$ cat config.mk
export PLATFORM = sky130hd
export DESIGN_NAME = vault_sequencer
export DESIGN_NICKNAME = d
export VERILOG_FILES = /design/src/rtl/vault_pkg.sv /design/src/rtl/vault_timer.sv /design/src/rtl/vault_sequencer.sv
export SDC_FILE = /design/constraint.sdc
export NUM_CORES = 1
export LEC_CHECK = 0
export ABC_AREA = 0
export BUFFER_PORTS_ARGS = -buffer_cell sky130_fd_sc_hd__buf_4
export CAP_MARGIN = 15
export CELL_PAD_IN_SITES_DETAIL_PLACEMENT = 1
export CELL_PAD_IN_SITES_GLOBAL_PLACEMENT = 1
export CORE_MARGIN = 10
export CORE_UTILIZATION = 33
export DETAILED_ROUTE_END_ITERATION = 6
export PLACE_DENSITY_LB_ADDON = 0.1
export SLEW_MARGIN = 30
export SYNTH_ARGS = -nofsm -noshare
export SYNTH_HDL_FRONTEND = slang
export SYNTH_HIERARCHICAL = 1
export SYNTH_SLANG_ARGS = --single-unit
$ cat constraint.sdc
create_clock -name clk -period 3.75 [get_ports clk]
set_input_delay 0.1875 -clock clk [delete_from_list [all_inputs] [get_ports clk]]
set_output_delay 0.1875 -clock clk [all_outputs]
set_load 0.01 [all_outputs]
$ cat src/rtl/vault_pkg.sv
// Shared types and defaults for the vault sequencer and the phase checkers it drives.
package vault_pkg;

  typedef enum logic [2:0] {IDLE, ARM, RUN, OPEN, LOCKOUT} vs_state_t;

  localparam int DEF_NUM_PHASES   = 3;
  localparam int DEF_MAX_ATTEMPTS = 3;

  // Direction symbols entered into the phase checkers.
  typedef enum logic [1:0] {
    DIR_UP    = 2'd0,
    DIR_RIGHT = 2'd1,
    DIR_DOWN  = 2'd2,
    DIR_LEFT  = 2'd3
  } dir_t;

endpackage

$ cat src/rtl/vault_timer.sv
// Shared cycle counter: clears on request, counts while enabled, saturates at all-ones.
module vault_timer #(
  parameter int TW = 10
) (
  input  logic          clk,
  input  logic          reset,
  input  logic          clear,
  input  logic          enable,
  input  logic [TW-1:0] terminal,
  output logic          expire
);

  logic [TW-1:0] count;

  always_ff @(posedge clk or posedge reset) begin
    if (reset)
      count <= '0;
    else if (clear)
      count <= '0;
    else if (enable && (count != {TW{1'b1}}))
      count <= count + 1'b1;
  end

  assign expire = enable && (count == terminal);

endmodule

$ cat src/rtl/vault_sequencer.sv
// Walks the phase checkers in order, releasing one reset at a time, and tracks
// failed attempts, per-phase timeout and lockout.
module vault_sequencer
  import vault_pkg::*;
#(
  parameter  int NUM_PHASES     = DEF_NUM_PHASES,
  parameter  int MAX_ATTEMPTS   = DEF_MAX_ATTEMPTS,
  parameter  int PHASE_TIMEOUT  = 500,
  parameter  int LOCKOUT_CYCLES = 1000,
  localparam int PW = (NUM_PHASES > 1) ? $clog2(NUM_PHASES) : 1,
  localparam int AW = $clog2(MAX_ATTEMPTS + 1),
  localparam int TW = $clog2(((PHASE_TIMEOUT > LOCKOUT_CYCLES) ? PHASE_TIMEOUT : LOCKOUT_CYCLES) + 1)
) (
  input  logic                  clk,
  input  logic                  reset,
  input  logic                  start,
  input  logic                  relock,
  input  logic [NUM_PHASES-1:0] phase_done,
  input  logic [NUM_PHASES-1:0] phase_fail,
  output logic [NUM_PHASES-1:0] phase_rst,
  output logic [PW-1:0]         active_phase,
  output logic                  vault_open,
  output logic                  locked_out,
  output logic                  fail_pulse,
  output logic [AW-1:0]         attempts_left
);

  localparam logic [PW-1:0] LAST_IDX = PW'(NUM_PHASES - 1);
  localparam logic [AW-1:0] ATT_MAX  = AW'(MAX_ATTEMPTS);
  localparam logic [TW-1:0] RUN_TERM = TW'(PHASE_TIMEOUT - 1);
  localparam logic [TW-1:0] LCK_TERM = TW'(LOCKOUT_CYCLES - 1);

  vs_state_t     state;
  logic          run_fail;
  logic          run_done;
  logic          state_change;
  logic          tmr_enable;
  logic          tmr_expire;
  logic [TW-1:0] tmr_terminal;

  // active_phase doubles as the phase index, so only the live phase's flags are seen.
  // NOTE: every signal gets a value on every path through always_comb; a missing
  // assignment would infer a latch.
  always_comb begin
    run_fail     = (state == RUN) && (phase_fail[active_phase] || tmr_expire);
    run_done     = (state == RUN) && phase_done[active_phase];
    tmr_enable   = (state == RUN) || (state == LOCKOUT);
    tmr_terminal = (state == LOCKOUT) ? LCK_TERM : RUN_TERM;
    state_change = ((state == IDLE) && start) || (state == ARM) || run_fail || run_done ||
                   ((state == OPEN) && relock) || ((state == LOCKOUT) && tmr_expire);
  end

  // Clearing on the transition edge makes the timer read 0 in a state's first cycle.
  vault_timer #(.TW(TW)) u_timer (
    .clk      (clk),
    .reset    (reset),
    .clear    (state_change),
    .enable   (tmr_enable),
    .terminal (tmr_terminal),
    .expire   (tmr_expire)
  );

  // NOTE: state and outputs use non-blocking assignments so every register samples
  // pre-edge values, independent of statement order.
  always_ff @(posedge clk or posedge reset) begin
    if (reset) begin
      state         <= IDLE;
      phase_rst     <= '1;
      active_phase  <= '0;
      vault_open    <= 1'b0;
      locked_out    <= 1'b0;
      fail_pulse    <= 1'b0;
      attempts_left <= ATT_MAX;
    end else begin
      fail_pulse <= 1'b0;
      unique case (state)
        IDLE: begin
          if (start) begin
            state        <= ARM;
            active_phase <= '0;
            phase_rst    <= '1;
          end
        end
        ARM: begin
          state     <= RUN;
          phase_rst <= ~(NUM_PHASES'(1) << active_phase);
        end
        RUN: begin
          // Failure wins over a simultaneous done.
          if (run_fail) begin
            fail_pulse    <= 1'b1;
            phase_rst     <= '1;
            active_phase  <= '0;
            attempts_left <= (attempts_left != '0) ? attempts_left - 1'b1 : '0;
            if (attempts_left <= AW'(1)) begin
              state      <= LOCKOUT;
              locked_out <= 1'b1;
            end else begin
              state <= IDLE;
            end
          end else if (run_done) begin
            phase_rst <= '1;
            if (active_phase == LAST_IDX) begin
              state      <= OPEN;
              vault_open <= 1'b1;
            end else begin
              state        <= ARM;
              active_phase <= active_phase + 1'b1;
            end
          end
        end
        OPEN: begin
          if (relock) begin
            state         <= IDLE;
            vault_open    <= 1'b0;
            active_phase  <= '0;
            attempts_left <= ATT_MAX;
          end
        end
        LOCKOUT: begin
          if (tmr_expire) begin
            state         <= IDLE;
            locked_out    <= 1'b0;
            attempts_left <= ATT_MAX;
          end
        end
        default: state <= IDLE;
      endcase
    end
  end

endmodule

==> metrics.csv <==
stage,metric,value,unit
status,status,"finished, final reports clean",
layout,layout.cells.non_filler,252,
floorplan,die_width,89.3,microns
worst_setup_path,crit_required,3.90,ns
pwr,power.density,556,nW/um^2
placement,hpwlAfterDp,3.41,mm
synth,syn_area,1580,sq um
layout,drive_gt1_share,22.2,%
sta,slew_violations,0,
worst_setup_path,worstPathCellList,nand2b_1 -> nor2_1 -> inv_1 -> xnor2_1 -> nand4_1 -> nor3_1 -> buf_4 -> a211oi_2 -> nand2_1 -> a221o_1 -> nand3b_1 -> a21oi_2 -> or3_1,
worst_setup_path,path_buf_inv,2,
sta,hold_ws,0.149,ns
sta,fin_tns_setup,0,ns
sta,period_needed,3.28,ns
sta,finalCritPeriodShare,87.6,%
layout,layout.nets,213,
drt,routedWlPerCell,18.1,microns
synth,synthCells,176,
drt,via_per_inst,5.57,
pwr,swShare,42.1,%
layout,num-fill-cells,576,
sta,final-setup-viol-count,0,
sta,grt_setup_unrepaired,false,
sta,slew_headroom,64.5,%
synth,synth_ff_type,dfrtp_1,
global_routing,antenna_found_initial,0,
synth,ys_seq_elements,23,
drt,firstDrtPassIters,4,
clock_tree,cts_tree,done,
clock_tree,cts-root-buf,clkbuf_8,
pwr,switchingPower,0.000430,W
pwr,seqPwrFrac,37.4,%
worst_setup_path,critPathMaxFanout,13,
placement,post-place-cells,247,
placement,place_area,1780,sq um
synth,ys_async_sr_fraction,100,%
sta,hold_viol,0,
pwr,p_clk_share,15.8,%
floorplan,die_area,7970,sq um
layout,multi_input_area,922,sq um
pwr,total_leakage_power,0.790,nW
worst_setup_path,cp.arrival,3.43,ns
floorplan,row_count,25,
worst_setup_path,slowest_delay,0.52,ns
worst_setup_path,crit_type,reg2reg,
layout,seqCellArea,582,sq um
placement,gp_congestion,0.835,
worst_hold_path,hold_path.class,in2reg,
clock_tree,cts_setup_buffers,0,
pwr,ir_drop,0.238,mV
synth,synth.yosys.seq_area_share,36.8,%
clock_tree,cts_max_level,1,
worst_setup_path,critPathSlowestCell,dfrtp_1,
sta,finClkSkew,0.00512,ns
pwr,pwr-share-comb,46.8,%
layout,final_area,1840,sq um
global_routing,grt_pass1_wl,7.92,mm
worst_setup_path,endpoint_kind,flip-flop,
layout,antenna_cells,0,
drt,num_vias,1404,
clock_tree,cts_made_buffers,3,
synth,syn_avg_cell_area,8.99,sq um
floorplan,die_y,89.3,microns
synth,synth_edf_count,0,
drt,routed_wirelength,4.56,mm
clock_tree,clk_pin_slew,0.09,ns
drt,route.detailed.drc,0,
floorplan,coreArea,4690,sq um
worst_setup_path,start_kind,flip-flop,
layout,syn_to_final_growth,16.1,%
layout,finish.utilization,39.2,%
clock_tree,clkSinkCount,23,
worst_setup_path,critPathTopFamily,simple AND/OR/NAND/NOR gates,
global_routing,overflow,0,
global_routing,grt_pass1_vias,1551,
pwr,intPower,0.000591,W
flow_run,maxCapViolations,0,
sta,max_freq,305,MHz
drt,drt_iter0_markers,30,
sta,worst_pin_slew,0.528,ns
synth,ys_types,53,
floorplan,io_pins,20,
global_routing,grt_max_degree,16,
clock_tree,clock_latency,0.27,ns
synth,ys_warn_count,6,
drt,ant_nets,0,
placement,portBuffers,19,
global_routing,grtUsageTotal,12.7,%
floorplan,initial_core_util,33.7,%
clock_tree,cts.path.max_buffers,2,
-- sequential cells by signal (all words and copies together), names as in the netlist --
| signal | flops |
|---|---|
| state | 3 |
| locked_out | 1 |
| vault_open | 1 |
| active_phase | 2 |
| phase_rst | 3 |
| u_timer/count | 10 |
| attempts_left | 2 |
| fail_pulse | 1 |
-- placed cells by master (no fill, tap or decap), drive strengths merged, types with 2 or more instances in the layout --
cell	synthesis	routed
and3b	2	2
and3	5	5
nand3b	3	3
buf	5	22
a22oi	4	4
nand2b	4	4
dfrtp	18	18
xnor2	10	10
nor4	2	2
nor2	11	11
a21oi	8	8
nand4	6	6
nand2	9	9
nor3	7	7
dfstp	5	5
mux2	3	3
nor2b	2	2
clkbuf	5	3
a31oi	7	7
nand3	6	6
ha	4	4
and2	3	3
a211oi	9	9
inv	12	12
conb	2	7
o21ai	6	6
-- synthesized netlist by cell type (2+ instances only) --
| cell type | count | area, sq um |
|---|---|---|
| a31oi_1 | 7 | 43.8 |
| and3b_2 | 2 | 20.0 |
| nand2_1 | 9 | 33.8 |
| clkbuf_1 | 4 | 15.0 |
| a211oi_1 | 8 | 60.1 |
| buf_6 | 2 | 22.5 |
| o21ai_1 | 2 | 10.0 |
| and2_1 | 2 | 12.5 |
| a21oi_1 | 7 | 35.0 |
| ha_1 | 4 | 50.1 |
| o21ai_0 | 4 | 20.0 |
| nand2b_1 | 4 | 25.0 |
| dfrtp_1 | 18 | 450 |
| nor2_1 | 11 | 41.3 |
| and3_1 | 3 | 18.8 |
| dfstp_2 | 5 | 131 |
| conb_1 | 2 | 7.51 |
| nand3_1 | 6 | 30.0 |
| buf_2 | 3 | 15.0 |
| nand3b_1 | 3 | 22.5 |
| nor4_1 | 2 | 12.5 |
| nor3_1 | 7 | 35.0 |
| inv_1 | 12 | 45.0 |
| nor2b_1 | 2 | 12.5 |
| xnor2_1 | 10 | 87.6 |
| a22oi_1 | 4 | 30.0 |
| nand4_1 | 6 | 37.5 |
| and3_2 | 2 | 15.0 |
-- metal layers --
layer,global-route usage (%),part of all wire (%)
met1,16.7,50
met2,19.9,45
met3,2.83,4.1
met4,4.19,0.55
met5,0,0
-- power groups by stage --
stage | registers (W) | clock network (W) | logic [W]
floorplan | 0.000379 | 0 | 0.000315
global placement | 0.000383 | 0 | 0.000467
detailed placement | 0.000387 | 0 | 0.000473
CTS | 0.000381 | 0.000172 | 0.000480
global route | 0.000392 | 0.000183 | 0.000541
finish | 0.000382 | 0.000162 | 0.000478
-- cell families after synthesis --
kind of cell / synth area share, %
xor gates and xnor gates: 5.53
other: 0.474
adders and majority gates: 3.16
muxes: 3.00
DFF: 36.8
buffers and inverters: 6.48
and+or+nand+nor: 23.9
AOI/OAI and AO/OA: 20.7
-- per-stage QoR --
| stage | total power [W] | worst slack (ns) |
|---|---|---|
| 2_1_floorplan | 0.000694 | 0.772 |
| 3_3_place_gp | 0.000850 | 0.633 |
| 3_5_place_dp | 0.000859 | 0.342 |
| 4_1_cts | 0.00103 | 0.277 |
| 5_1_grt | 0.00112 | 0.114 |
| 6_report | 0.00102 | 0.466 |
-- final timing paths --
check	end	slack (ns)	depth (start not counted)	from
max in group asynchronous	attempts_left[1]	2.88	3	reset
worst min register to register	phase_rst[1]	0.48	2	phase_rst[1]
min in group asynchronous	u_timer/count[2]	0.48	3	reset
worst min-delay path	vault_open	0.15	2	relock
worst max register to register	u_timer/count[1]	0.47	13	state[1]
worst max-delay path	u_timer/count[1]	0.47	13	state[1]
-- layout make-up --
type,instances,area share [%]
multi-input combinational,136,50.2
sequential,23,31.7
timing repair buffer,23,9.53
tap,54,3.68
inverter,12,2.45
clock buffer,3,2.25
clock inverter,1,0.272
-- worst reg2reg max path: cells and delay by family (launching register included) --
family,cells,cell delay [ns]
AOI/OAI and AO/OA,3,0.59
DFF,1,0.52
xor gates and xnor gates,1,0.14
buffers and inverters,2,0.30
and+or+nand+nor,7,1.62
-- repair_timing --
item                                    4_1_cts  5_1_grt
endpoints found under the setup margin        0        2
resized for setup                             0        1
hold endpoints to repair                     18        0
hold buffers                                  1        0
Note: power is estimated with default switching activity, not from simulation.
